===== config.mk =====
export PLATFORM = sky130hd
export DESIGN_NAME = sdram_arbiter
export DESIGN_NICKNAME = d
export VERILOG_FILES = /design/src/rtl/sdram_arbiter.sv
export SDC_FILE = /design/constraint.sdc
export NUM_CORES = 1
export LEC_CHECK = 0
export BUFFER_PORTS_ARGS = -buffer_cell sky130_fd_sc_hd__buf_2
export CORE_ASPECT_RATIO = 0.7
export CORE_MARGIN = 2
export CORE_UTILIZATION = 35
export DETAILED_ROUTE_END_ITERATION = 12
export PLACE_DENSITY_LB_ADDON = 0.3
export SLEW_MARGIN = 15
export SYNTH_ARGS = -nofsm -noshare
export SYNTH_HDL_FRONTEND = slang
export SYNTH_SLANG_ARGS = --single-unit

===== constraint.sdc =====
create_clock -name clk -period 5.3 [get_ports clk]
set_input_delay 0.53 -clock clk [delete_from_list [all_inputs] [get_ports clk]]
set_output_delay 0.53 -clock clk [all_outputs]
set_load 0.02 [all_outputs]

===== src/rtl/sdram_arbiter.sv =====
// Purpose: shares one sdram controller between instruction fetch (read-only) and the CPU data
//          port (read/write); retries commands the controller dropped because of its own refresh.
// Latency: command strobe 1 cycle after grant; read ack 6 cycles after the strobe (idle controller).
// Backpressure: requests are level-held until ack; one transaction in flight, the other port waits.
//
// Optional feature macro: SDRAM_ARB_WBUF_EN -- one-entry posted write buffer for the data port.
//
// Ports:
//   clk, rst                  clock, synchronous active-high reset
//   i_addr/i_req -> i_ack/i_rdata            fetch port (reads only)
//   d_addr/d_wdata/d_we/d_req -> d_ack/d_rdata  data port (reads and writes)
//   m_addr/m_wdata/m_read_req/m_write_req    command side toward the controller
//   m_busy/m_read_ready/m_rdata              status and read data from the controller
module sdram_arbiter #(
  parameter int ADDR_W       = 24,
  parameter int DATA_W       = 16,
  parameter int STARVE_LIMIT = 4
) (
  input  logic              clk,
  input  logic              rst,
  input  logic [ADDR_W-1:0] i_addr,
  input  logic              i_req,
  output logic              i_ack,
  output logic [DATA_W-1:0] i_rdata,
  input  logic [ADDR_W-1:0] d_addr,
  input  logic [DATA_W-1:0] d_wdata,
  input  logic              d_we,
  input  logic              d_req,
  output logic              d_ack,
  output logic [DATA_W-1:0] d_rdata,
  output logic [ADDR_W-1:0] m_addr,
  output logic [DATA_W-1:0] m_wdata,
  output logic              m_read_req,
  output logic              m_write_req,
  input  logic              m_busy,
  input  logic              m_read_ready,
  input  logic [DATA_W-1:0] m_rdata
);

  typedef enum logic [2:0] {
    S_IDLE, S_ISSUE, S_CHECK, S_WAIT_RD, S_WAIT_WR_H, S_WAIT_WR_L
  } state_e;

  localparam logic [3:0] LIMIT = 4'(STARVE_LIMIT);

  state_e            state_q, state_d;
  logic [3:0]        starve_q, starve_d;
  logic              gnt_i_q, gnt_i_d;      // 1: fetch owns the current transaction
  logic              we_q, we_d;
  logic [ADDR_W-1:0] m_addr_q, m_addr_d;
  logic [DATA_W-1:0] m_wdata_q, m_wdata_d;
  logic [DATA_W-1:0] i_rdata_q, i_rdata_d;
  logic [DATA_W-1:0] d_rdata_q, d_rdata_d;
  logic              i_ack_c, d_ack_c;
  logic              d_elig, fetch_first;
  logic [3:0]        starve_inc;

`ifdef SDRAM_ARB_WBUF_EN
  logic              wb_vld_q, wb_vld_d;
  logic              wb_ack_q, wb_ack_d;
  logic [ADDR_W-1:0] wb_addr_q, wb_addr_d;
  logic [DATA_W-1:0] wb_wdata_q, wb_wdata_d;
  logic              wb_take;

  // Writes never go straight to the controller; only reads compete for a direct grant.
  assign wb_take = d_req && d_we && !wb_vld_q && !wb_ack_q;
  assign d_elig  = d_req && !d_we;
`else
  assign d_elig  = d_req;
`endif

  assign fetch_first = i_req && (starve_q == LIMIT);
  // Saturates so a forced write-buffer drain cannot push the count past the limit.
  assign starve_inc  = !i_req ? 4'd0 : (starve_q == LIMIT) ? LIMIT : starve_q + 4'd1;

  always_comb begin
    state_d   = state_q;
    starve_d  = i_req ? starve_q : 4'd0;
    gnt_i_d   = gnt_i_q;
    we_d      = we_q;
    m_addr_d  = m_addr_q;
    m_wdata_d = m_wdata_q;
    i_rdata_d = i_rdata_q;
    d_rdata_d = d_rdata_q;
    i_ack_c   = 1'b0;
    d_ack_c   = 1'b0;
`ifdef SDRAM_ARB_WBUF_EN
    wb_vld_d   = wb_vld_q;
    wb_ack_d   = 1'b0;
    wb_addr_d  = wb_addr_q;
    wb_wdata_d = wb_wdata_q;
`endif
    // Under reset nothing may be acked or captured, even if a stale completion arrives.
    if (!rst) begin
      case (state_q)
        S_IDLE: begin
`ifdef SDRAM_ARB_WBUF_EN
          if (wb_take) begin
            // Absorb the write and grant nothing this cycle, so no read can overtake it.
            wb_vld_d   = 1'b1;
            wb_ack_d   = 1'b1;
            wb_addr_d  = d_addr;
            wb_wdata_d = d_wdata;
          end else if (wb_vld_q) begin
            gnt_i_d   = 1'b0;
            we_d      = 1'b1;
            m_addr_d  = wb_addr_q;
            m_wdata_d = wb_wdata_q;
            starve_d  = starve_inc;
            state_d   = S_ISSUE;
          end else
`endif
          if (d_elig && !fetch_first) begin
            gnt_i_d   = 1'b0;
            we_d      = d_we;
            m_addr_d  = d_addr;
            m_wdata_d = d_wdata;
            starve_d  = starve_inc;
            state_d   = S_ISSUE;
          end else if (i_req) begin
            gnt_i_d   = 1'b1;
            we_d      = 1'b0;
            m_addr_d  = i_addr;
            starve_d  = 4'd0;
            state_d   = S_ISSUE;
          end
        end
        S_ISSUE: state_d = S_CHECK;
        S_CHECK: begin
          // Busy here means refresh started before our strobe; the command was dropped.
          if (m_busy) begin
            state_d = S_IDLE;
          end else if (we_q) begin
            state_d = S_WAIT_WR_H;
`ifdef SDRAM_ARB_WBUF_EN
            wb_vld_d = 1'b0;
`endif
          end else begin
            state_d = S_WAIT_RD;
          end
        end
        S_WAIT_RD: begin
          if (m_read_ready) begin
            if (gnt_i_q) begin
              i_ack_c   = 1'b1;
              i_rdata_d = m_rdata;
            end else begin
              d_ack_c   = 1'b1;
              d_rdata_d = m_rdata;
            end
            state_d = S_IDLE;
          end
        end
        S_WAIT_WR_H: begin
          if (m_busy) state_d = S_WAIT_WR_L;
        end
        S_WAIT_WR_L: begin
          if (!m_busy) begin
`ifndef SDRAM_ARB_WBUF_EN
            d_ack_c = 1'b1;
`endif
            state_d = S_IDLE;
          end
        end
        default: state_d = S_IDLE;
      endcase
    end
  end

  always_ff @(posedge clk) begin
    if (rst) begin
      state_q   <= S_IDLE;
      starve_q  <= 4'd0;
      gnt_i_q   <= 1'b0;
      we_q      <= 1'b0;
      m_addr_q  <= '0;
      m_wdata_q <= '0;
      i_rdata_q <= '0;
      d_rdata_q <= '0;
    end else begin
      state_q   <= state_d;
      starve_q  <= starve_d;
      gnt_i_q   <= gnt_i_d;
      we_q      <= we_d;
      m_addr_q  <= m_addr_d;
      m_wdata_q <= m_wdata_d;
      i_rdata_q <= i_rdata_d;
      d_rdata_q <= d_rdata_d;
    end
  end

`ifdef SDRAM_ARB_WBUF_EN
  always_ff @(posedge clk) begin
    if (rst) begin
      wb_vld_q   <= 1'b0;
      wb_ack_q   <= 1'b0;
      wb_addr_q  <= '0;
      wb_wdata_q <= '0;
    end else begin
      wb_vld_q   <= wb_vld_d;
      wb_ack_q   <= wb_ack_d;
      wb_addr_q  <= wb_addr_d;
      wb_wdata_q <= wb_wdata_d;
    end
  end

  assign d_ack = d_ack_c | (wb_ack_q & ~rst);
`else
  assign d_ack = d_ack_c;
`endif

  assign i_ack       = i_ack_c;
  // Read data passes through in the ack cycle and is held from the register afterwards.
  assign i_rdata     = i_rdata_d;
  assign d_rdata     = d_rdata_d;
  assign m_addr      = m_addr_q;
  assign m_wdata     = m_wdata_q;
  assign m_read_req  = !rst && (state_q == S_ISSUE) && !we_q;
  assign m_write_req = !rst && (state_q == S_ISSUE) && we_q;

endmodule


==> flow_metrics.py <==
metrics = {
    "synth": {
        "ys_ff_latch": 81,
        "syn_area_um2": 3690,
        "synth_edf_count": 0,
        "syn_nets": 522,
        "ys_seq_area_share_pct": 44.0,
        "synth_top_area_cell": "dfxtp_1",
        "synthDominantCellAreaShare_pct": 44.0,
        "syn_area_per_cell_um2": 8.52,
        "ys_types": 39,
        "async_flop_share_pct": 0,
        "syn_inst": 433,
        "synth_area_leaders": "dfxtp_1 (44%), nand2_1 (12%), mux2_2 (7.0%)",
        "synth_ff_type": "dfxtp_1",
        "yosys_warnings": 0,
    },
    "floorplan": {
        "dieArea_um2": 11400,
        "die_h_um": 89.9,
        "pin_count": 163,
        "core_area_um2": 10300,
        "start_util_pct": 35.8,
        "chipWidth_um": 127,
        "rows": 31,
    },
    "timing": {
        "max_slew_margin_pct": 19.7,
        "fmax_mhz": 307,
        "fin_skew_ns": 0.00650,
        "layout_min_cycle_time_ns": 3.26,
        "worst_pin_slew_ns": 1.20,
        "grt_setup_unrepaired": "false",
        "hold_viol": 0,
        "period_share_pct": 61.4,
        "setup_violations": 0,
        "totalNegativeSetupSlack_ns": 0,
        "drv_slew": 0,
    },
    "routing": {
        "vias": 3458,
        "wl_per_cell_um": 13.7,
        "wl_mm": 9.76,
        "viasPerCell": 4.87,
        "drc_errors": 0,
        "drt-initial-drc-count": 147,
        "firstDrtPassIters": 4,
        "postRouteAntennaNets": 0,
    },
    "power_and_ir_drop": {
        "p_comb_share_pct": 16.1,
        "seqPwrFrac_pct": 42.0,
        "p_int_mw": 1.18,
        "swShare_pct": 26.5,
        "p_leak_nw": 2.36,
        "clkPwrFrac_pct": 42.0,
        "powerDensity_nw_per_um2": 333,
        "p_sw_mw": 0.428,
        "peakVddDrop_uv": 155,
    },
    "cells_and_area": {
        "fin_area_um2": 4840,
        "antenna_cells": 0,
        "drive_gt1_share_pct": 37.2,
        "mostFrequentLayoutCell": "buf_2",
        "final_cell_mix": "buf_2 (162), nand2_1 (120), dfxtp_1 (81), nor2_1 (45), a21oi_1 (36)",
        "final_nets": 662,
        "area_growth_pct": 31.1,
    },
    "grt": {
        "grt_max_degree": 79,
        "grt_usage_pct": 16.8,
        "antenna_found_initial": 0,
        "grt_overflow": 0,
        "grt_pass1_wl_mm": 15.6,
        "grt_pass1_vias": 3187,
    },
    "critical_path": {
        "crit_fanout": 17,
        "required_ns": 4.77,
        "cp.arrival_ns": 2.73,
        "critPathLaunchType": "register",
        "worst_setup_path_end_kind": "primary output",
        "critPathKind": "reg -> out",
    },
    "clock_tree": {
        "numClockSinks": 81,
        "cts-root-buf": "clkbuf_16",
        "path_clk_slew_ns": 0.06,
        "cts_max_path_buffers": 2,
        "worstSkewPairLatency_ns": 0.33,
        "cts_setup_buffers": 0,
        "postCtsHoldBufs": 0,
        "cts_resized": 0,
        "htreeDepth": 3,
        "numCtsBuffers": 9,
        "cts_tree": "done",
    },
    "run_status": {
        "outcome": "completed",
    },
    "run": {
        "drv_cap": 0,
    },
    "place": {
        "port_buffers": 162,
        "placedInstanceArea_um2": 4510,
        "place_congestion": 0.803,
        "place_hpwl_mm": 6.96,
    },
    "hold_path": {
        "hp-class": "in -> reg",
    },
}
==> state kept, by name (all words and copies together), names as in the netlist <==
register	cells
d_rdata_q	16
gnt_i_q	1
i_rdata_q	16
m_addr	24
m_wdata	16
starve_q	4
state_q	3
we_q	1
==> kinds of logic (layout without fill, tap and decap cells) <==
family	after synthesis	count (layout)	share of synthesized area [%]
muxes	49	49	15.3
and+or+nand+nor	191	191	22.1
buffers and inverters	38	183	5.05
AOI/OAI and AO/OA	72	72	12.9
adders and majority gates	2	2	0.678
DFF	81	81	44.0
==> path summary, 6_finish.rpt <==
| check | startpoint | end | slack (ns) | depth (start not counted) |
|---|---|---|---|---|
| setup / recovery | state_q[1] | i_rdata[14] | 2.04 | 4 |
| hold / removal | d_wdata[0] | m_wdata[0] | 0.44 | 3 |
| setup reg to reg | state_q[2] | m_addr[10] | 2.95 | 4 |
| hold reg to reg | d_rdata_q[12] | d_rdata_q[12] | 0.45 | 2 |
==> cells in the mapped netlist (2+ instances only) <==
library cell	number
nand2_1	120
mux2i_1	17
o21a_1	2
nand3_1	4
clkbuf_1	16
or3_1	3
nand2b_1	2
a311oi_1	24
nor4_1	2
buf_4	6
dfxtp_1	81
inv_1	4
ha_1	2
a21oi_1	36
o21ai_0	3
nand3b_1	2
nor3_1	3
mux2_4	9
buf_2	11
nor2_1	45
mux2_2	23
==> critical path, cell delays in order (launching register included) <==
cell     delay (ns)
dfxtp_1        0.56
nand2_1        0.20
nor4b_4        1.05
mux2_2         0.42
buf_2          0.16
==> power by group through the flow <==
stage	Sequential, mW	Clock [mW]	Combinational [mW]
after CTS	0.676	0.693	0.260
final	0.676	0.677	0.259
after global routing	0.681	0.719	0.285
after global placement	0.687	0	0.257
after detailed placement	0.689	0	0.260
after floorplan	0.726	0	0.132
==> through the flow <==
stage	setup WS [ns]	util, %	total power [mW]	hold slack (ns)	std cells
6_report	2.04	46.9	1.61	0.437	710
2_1_floorplan	2.86	-	0.857	0.433	433
4_1_cts	2.04	46.9	1.63	0.424	710
5_1_grt	1.91	46.9	1.69	0.431	710
3_3_place_gp	2.48	43.7	0.944	0.439	694
3_5_place_dp	2.38	43.7	0.949	0.445	694
==> routing by layer <==
metal / global-route usage (%) / wire length, µm
met5: 0 / 0
met4: 5.13 / 95
met3: 4.64 / 466
met2: 26.3 / 4510
met1: 22.6 / 4690
==> area by class of cell <==
| class | count | area (µm²) |
|---|---|---|
| fill | 1014 | 5480 |
| multi-input combinational | 314 | 1890 |
| sequential | 81 | 1620 |
| timing repair buffer | 163 | 818 |
| clock buffer | 12 | 256 |
| tap | 132 | 165 |
| clock inverter | 4 | 75.1 |
| inverter | 4 | 15.0 |
No activity file was read; power rests on OpenSTA's default activity.
